## src/rtl/frame_sum_accumulator.sv

```systemverilog
// Frame-aware multi-channel line-sum accumulator with valid/ready on both sides.
// Define FRAME_ACC_SAT_EN to clamp on overflow instead of wrapping.
module frame_sum_accumulator #(
    parameter int NUM_CH       = 1,
    parameter int LINE_SIZE    = 640,
    parameter int PIXEL_SIZE   = 8,
    parameter int NUM_OF_LINES = 480,
    parameter int LINE_SUM_W   = $clog2(LINE_SIZE) + 2 * PIXEL_SIZE,
    parameter int NUM_LINES    = NUM_OF_LINES,
    parameter int ACC_W        = $clog2(NUM_LINES) + LINE_SUM_W
) (
    input  logic                         CLK,
    input  logic                         reset,
    input  logic                         frame_start,
    input  logic                         in_valid,
    output logic                         in_ready,
    input  logic [NUM_CH*LINE_SUM_W-1:0] in_sum,
    output logic                         out_valid,
    input  logic                         out_ready,
    output logic [NUM_CH*ACC_W-1:0]      out_sum,
    output logic [$clog2(NUM_LINES+1)-1:0] out_lines,
    output logic [NUM_CH-1:0]            out_ovf,
    output logic                         frame_err
);

    localparam int CNT_W = $clog2(NUM_LINES + 1);
    localparam int SUM_W = ACC_W + 1;

    typedef enum logic [1:0] {
        S_IDLE,
        S_ACCUM,
        S_HOLD
    } state_e;

    state_e state_q, state_d;

    logic [NUM_CH-1:0][ACC_W-1:0] acc_q, acc_d;
    logic [NUM_CH-1:0][SUM_W-1:0] sum_w;
    logic [NUM_CH-1:0]            ovf_q, ovf_d;
    logic [CNT_W-1:0]             cnt_q, cnt_d, cnt_nxt;
    logic                         pend_q, pend_d;
    logic                         err_q, err_d;

    logic xfer, trunc, hs, start_hs, clr;

    always_comb begin
        xfer     = in_valid && (state_q == S_ACCUM);
        trunc    = frame_start && (state_q == S_ACCUM);
        hs       = out_ready && (state_q == S_HOLD);
        start_hs = pend_q || frame_start;
        clr      = ((state_q == S_IDLE) && frame_start)
                || (hs && start_hs)
                || (trunc && !xfer);
        cnt_nxt  = (trunc ? CNT_W'(0) : cnt_q) + CNT_W'(1);
    end

    // A truncating beat starts from zero, so it is line 0 of the new frame
    always_comb begin
        sum_w = '0;
        for (int c = 0; c < NUM_CH; c++) begin
            sum_w[c] = SUM_W'(trunc ? ACC_W'(0) : acc_q[c])
                     + SUM_W'(in_sum[c*LINE_SUM_W +: LINE_SUM_W]);
        end
    end

    always_ff @(posedge CLK or negedge reset) begin
        if (!reset) begin
            state_q <= S_IDLE;
        end else begin
            state_q <= state_d;
        end
    end

    always_comb begin
        state_d = state_q;
        unique case (state_q)
            S_IDLE: begin
                if (frame_start) state_d = S_ACCUM;
            end
            S_ACCUM: begin
                if (xfer && cnt_nxt == CNT_W'(NUM_LINES)) state_d = S_HOLD;
            end
            S_HOLD: begin
                if (hs) state_d = start_hs ? S_ACCUM : S_IDLE;
            end
            default: state_d = S_IDLE;
        endcase
    end

    always_comb begin
        in_ready  = (state_q == S_ACCUM);
        out_valid = (state_q == S_HOLD);
        out_sum   = acc_q;
        out_lines = cnt_q;
        out_ovf   = ovf_q;
        frame_err = err_q;
    end

    always_comb begin
        acc_d  = acc_q;
        ovf_d  = ovf_q;
        cnt_d  = cnt_q;
        pend_d = pend_q;
        err_d  = trunc;
        if (clr) begin
            acc_d = '0;
            ovf_d = '0;
            cnt_d = '0;
        end
        if (xfer) begin
            cnt_d = cnt_nxt;
            for (int c = 0; c < NUM_CH; c++) begin
                ovf_d[c] = (ovf_q[c] && !trunc) || sum_w[c][ACC_W];
`ifdef FRAME_ACC_SAT_EN
                acc_d[c] = ovf_d[c] ? {ACC_W{1'b1}} : sum_w[c][ACC_W-1:0];
`else
                acc_d[c] = sum_w[c][ACC_W-1:0];
`endif
            end
        end
        if (state_q == S_HOLD) begin
            pend_d = hs ? 1'b0 : (pend_q || frame_start);
        end
    end

    always_ff @(posedge CLK or negedge reset) begin
        if (!reset) begin
            acc_q  <= '0;
            ovf_q  <= '0;
            cnt_q  <= '0;
            pend_q <= 1'b0;
            err_q  <= 1'b0;
        end else begin
            acc_q  <= acc_d;
            ovf_q  <= ovf_d;
            cnt_q  <= cnt_d;
            pend_q <= pend_d;
            err_q  <= err_d;
        end
    end

endmodule
```

## config.mk

```make
export PLATFORM = sky130hd
export DESIGN_NAME = frame_sum_accumulator
export DESIGN_NICKNAME = d
export VERILOG_FILES = /design/src/rtl/frame_sum_accumulator.sv
export SDC_FILE = /design/constraint.sdc
export NUM_CORES = 1
export LEC_CHECK = 0
export BUFFER_PORTS_ARGS = -buffer_cell sky130_fd_sc_hd__buf_2
export CAP_MARGIN = 15
export CORE_ASPECT_RATIO = 1.4
export CORE_MARGIN = 2
export CORE_UTILIZATION = 49
export CTS_BUF_LIST = sky130_fd_sc_hd__clkbuf_8 sky130_fd_sc_hd__clkbuf_16
export DETAILED_ROUTE_END_ITERATION = 16
export PLACE_DENSITY_LB_ADDON = 0.15
export SLEW_MARGIN = 20
export SYNTH_ARGS = -nofsm -noshare
export SYNTH_HDL_FRONTEND = slang
export SYNTH_SLANG_ARGS = --single-unit
```

## constraint.sdc

```tcl
create_clock -name CLK -period 5.06 [get_ports CLK]
set_input_delay 0.506 -clock CLK [delete_from_list [all_inputs] [get_ports CLK]]
set_output_delay 0.506 -clock CLK [all_outputs]
set_load 0.05 [all_outputs]
```

==> reports/results.txt <==
The net count of the finished layout is 558. The number of buffers and inverters on the critical path is 0. Sequential elements use 33.6% of the synthesized area. Flop and latch count out of synthesis: 49. The time the final worst path needs with I/O delays and setup was 4.04 ns. The area enclosed by the die boundary is 0.00817 sq mm. The logs give 3398 for the number of global-route vias before repair and 180 for the number of DRC markers in iteration 0. Across the VDD grid, the largest voltage drop is 0.174 mV. The tools report the number of slew-limit violations in the final report as 0. At the end of routability-driven placement, the weighted congestion stood at 0.938. Compared with the post-synthesis result, the final layout area differs by 16.2%. For the Yosys warning count, the log shows 0. The largest single stage delay on the critical path is 0.45 ns. TritonCTS built the clock tree. The worst-case headroom to the max-slew limit is 54.6%, and the share of synthesized registers carrying an async set or reset is 100%. The tool flagged a number of max-cap violations equal to 0.

The run gives 49 as the clock sink count. Across all layers, the routed design uses 3439 vias. Number of failing setup endpoints in the final timing report: 0. In this run the remaining antenna-violating nets after routing total 0. The post-layout utilization of the core came out at 58.4%. The tools report the arrival time of the worst setup path as 4.25 ns. After synthesis, the mean cell area works out to 8.53 sq um. The most used flip-flop cell after synthesis is dfrtp_1.

For this run, design rule violations remaining after detail routing come to 0. The floorplan step set the die width to 77.0 um. The cell with the largest stage delay on the worst path is fa_1. The logs give 6.55 mm for the post-DP HPWL and 15.4 mm for the first-pass GRT wire length.

In this run the static leakage power is 2.03 nW. For the final routed database, the setup TNS stands at 0 ns. After clock tree synthesis, the setup repair step added 0 buffers. Static timing analysis puts the maximum clock frequency at 248 MHz. The critical path class is reg2reg.

CTS clock-pin slew for the worst setup and hold paths: 0.09 ns. STA classifies the critical path endpoint as a flip-flop. The run finished with clean final reports. Counting along the longest clock path gives a buffer depth of 2. Post-CTS repair changed the size of 0 cells.

Dominant delay contributor by cell family on the critical path: compound AO/OA/AOI/OAI gates. On the final layout, the worst clock skew is 0.00750 ns. The path type of the worst min-delay path was in2async.

The number of nets handed over by synthesis was 487. For the maximum number of pins on one net before global-route repair, the log shows 50. The number of synthesized flops with an enable pin is 0. The cell sitting at the root of the clock tree is a clkbuf_8.

Synthesis produced 428 cells. Of the cells placed in the final design, the portion with a size suffix greater than 1 is 20.4%. Global routing used 23.0% of the available tracks. In this run, distinct cell masters in the synthesized netlist total 51. For this block, the routed nets add up to 9.03 mm of wire. Row generation in the floorplan step produced 37 rows.

Setup repair after global routing left no endpoint under its margin. At the pin with the least slew margin, the transition time is 0.679 ns. The signal on the critical path passes through nor2b_1 -> nand2_1 -> and2_1 -> ha_1 -> fa_1 -> a211oi_2 -> o21ai_2 -> a211o_1 -> a22o_1 -> o41ai_4 -> o21ai_4 -> a32o_1 -> a31o_1. In this run the cell area of the synthesized design comes to 0.00365 sq mm. The number of clock buffers added by TritonCTS is 5. The tools report the sort of element at the start of the critical path as a flip-flop. The number of cells in the finished layout apart from fillers was 597; the number of top-level pins was 79.

In the final routed layout, each cell accounts on average for 15.1 um. For the number of endpoints with negative hold slack in the final report, the log shows 0. The number of hold buffers added after CTS was 0. In this run the power density over the cells is 334 mW/mm^2.

Dividing the final minimum period by the clock period gives 79.8%. In this run, placement finished with an instance count of 589. The first detailed-routing pass took 4 iterations. The floorplan step defined a core boundary enclosing 0.00727 sq mm. Once the floorplan was initialized, standard cells occupied 50.2% of the core.

Initial antenna violation count: 0. The number of antenna cells inserted was 0; the insertion delay to the later sink of the worst-skew pair was 0.32 ns. Detailed-route vias per instance: 5.76. The die height is 106 um. In this run the worst path has a maximum fanout of 12. The quantity of I/O buffers inserted on ports is 78. The total of fill cells in the finished design came out at 702.

The clock tree synthesis step divided the H-tree into 2 levels. Overflow left after global routing: 0. Data on the critical path is required at its endpoint by 5.27 ns.
==> cells in the mapped netlist (6+ instances only) <==
cell type,count,area share (%)
a21oi_1,33,4.5
a22o_1,8,1.9
and2_1,31,5.3
and3_1,8,1.4
clkbuf_1,17,1.7
dfrtp_1,49,34
ha_1,27,9.3
inv_1,6,0.62
nand2_1,59,6.1
nand3_1,12,1.6
nor2_1,17,1.7
o21ai_0,35,4.8
o21ai_1,16,2.2
o31ai_1,8,1.6
xnor2_1,15,3.6
xor2_1,10,2.4
==> routing by layer <==
layer / global-route usage (%) / vias to the layer above / share of wire, %
met5: 0 / - / 0
met4: 9.35 / 0 / 2.2
li1: - / 1697 / -
met3: 3.65 / 14 / 4.4
met1: 26.9 / 1634 / 43
met2: 41.5 / 94 / 50
==> registers in the layout, summed over array words and instances (netlist names) <==
name / count
state_q: 2
pend_q: 1
out_ovf: 1
frame_err: 1
out_lines: 9
out_sum: 35
==> through the flow <==
stage                     power, mW  hold slack (ns)  setup slack (ns)  cell area, sq um
final                          1.42            0.277              1.02              4240
after global routing           1.50            0.363             0.773              4240
after CTS                      1.43            0.310              1.02              4240
after detailed placement       1.13            0.488              1.05              4130
after global placement         1.12            0.483              1.20              4130
after floorplan               0.975            0.210             0.491              3650
==> cell usage in the layout, fill, tap and decap left out, types with 15 or more instances in the layout <==
| cell type | count |
|---|---|
| nand2_1 | 59 |
| o21ai_0 | 35 |
| a21oi_1 | 33 |
| dfrtp_1 | 49 |
| o21ai_1 | 16 |
| nor2_1 | 17 |
| ha_1 | 27 |
| buf_2 | 78 |
| and2_1 | 31 |
| xnor2_1 | 15 |
==> final timing paths <==
path                            start           to  slack [ns]  depth (start not counted)
min                             reset  out_sum[12]        0.28                          2
min in group CLK            out_ready       pend_q        0.36                          2
max                        state_q[1]  out_sum[32]        1.02                         13
max reg2reg                state_q[1]  out_sum[32]        1.02                         13
max in group asynchronous       reset  out_sum[29]        4.34                          2
min reg2reg                out_sum[8]   out_sum[8]        0.50                          2
==> worst reg2reg max path: cells and delay by family, from the launching register on <==
family	cells	cell delay, ns
simple gates	3	0.83
flops	1	0.44
fa+ha+maj	2	0.67
compound gates	8	2.00
==> logic make-up (layout without fill, tap and decap cells) <==
kind of cell / after synthesis / after routing / synth area share (%)
adders and majority gates: 28 / 28 / 9.80
muxes: 2 / 2 / 0.548
buffers and inverters: 24 / 96 / 2.47
DFF: 49 / 49 / 33.6
AOI/OAI and AO/OA: 147 / 147 / 26.5
xor gates and xnor gates: 25 / 25 / 6.00
and+or+nand+nor: 153 / 153 / 21.1
==> report_power, final <==
group / switching [mW] / leakage, nW / internal [mW]
Clock: 0.141 / 0.0626 / 0.159
Sequential: 0.0402 / 0.638 / 0.443
Combinational: 0.433 / 1.33 / 0.201
Total: 0.614 / 2.03 / 0.804
==> cell type report <==
class | instances | area, sq um | area share [%]
clock inverter | 2 | 33.8 | 0.796
inverter | 6 | 22.5 | 0.531
timing repair buffer | 82 | 420 | 9.91
clock buffer | 6 | 82.6 | 1.95
sequential | 49 | 1230 | 28.9
tap | 97 | 121 | 2.86
multi-input combinational | 355 | 2330 | 55.0
(Power assumes the default switching activity.)
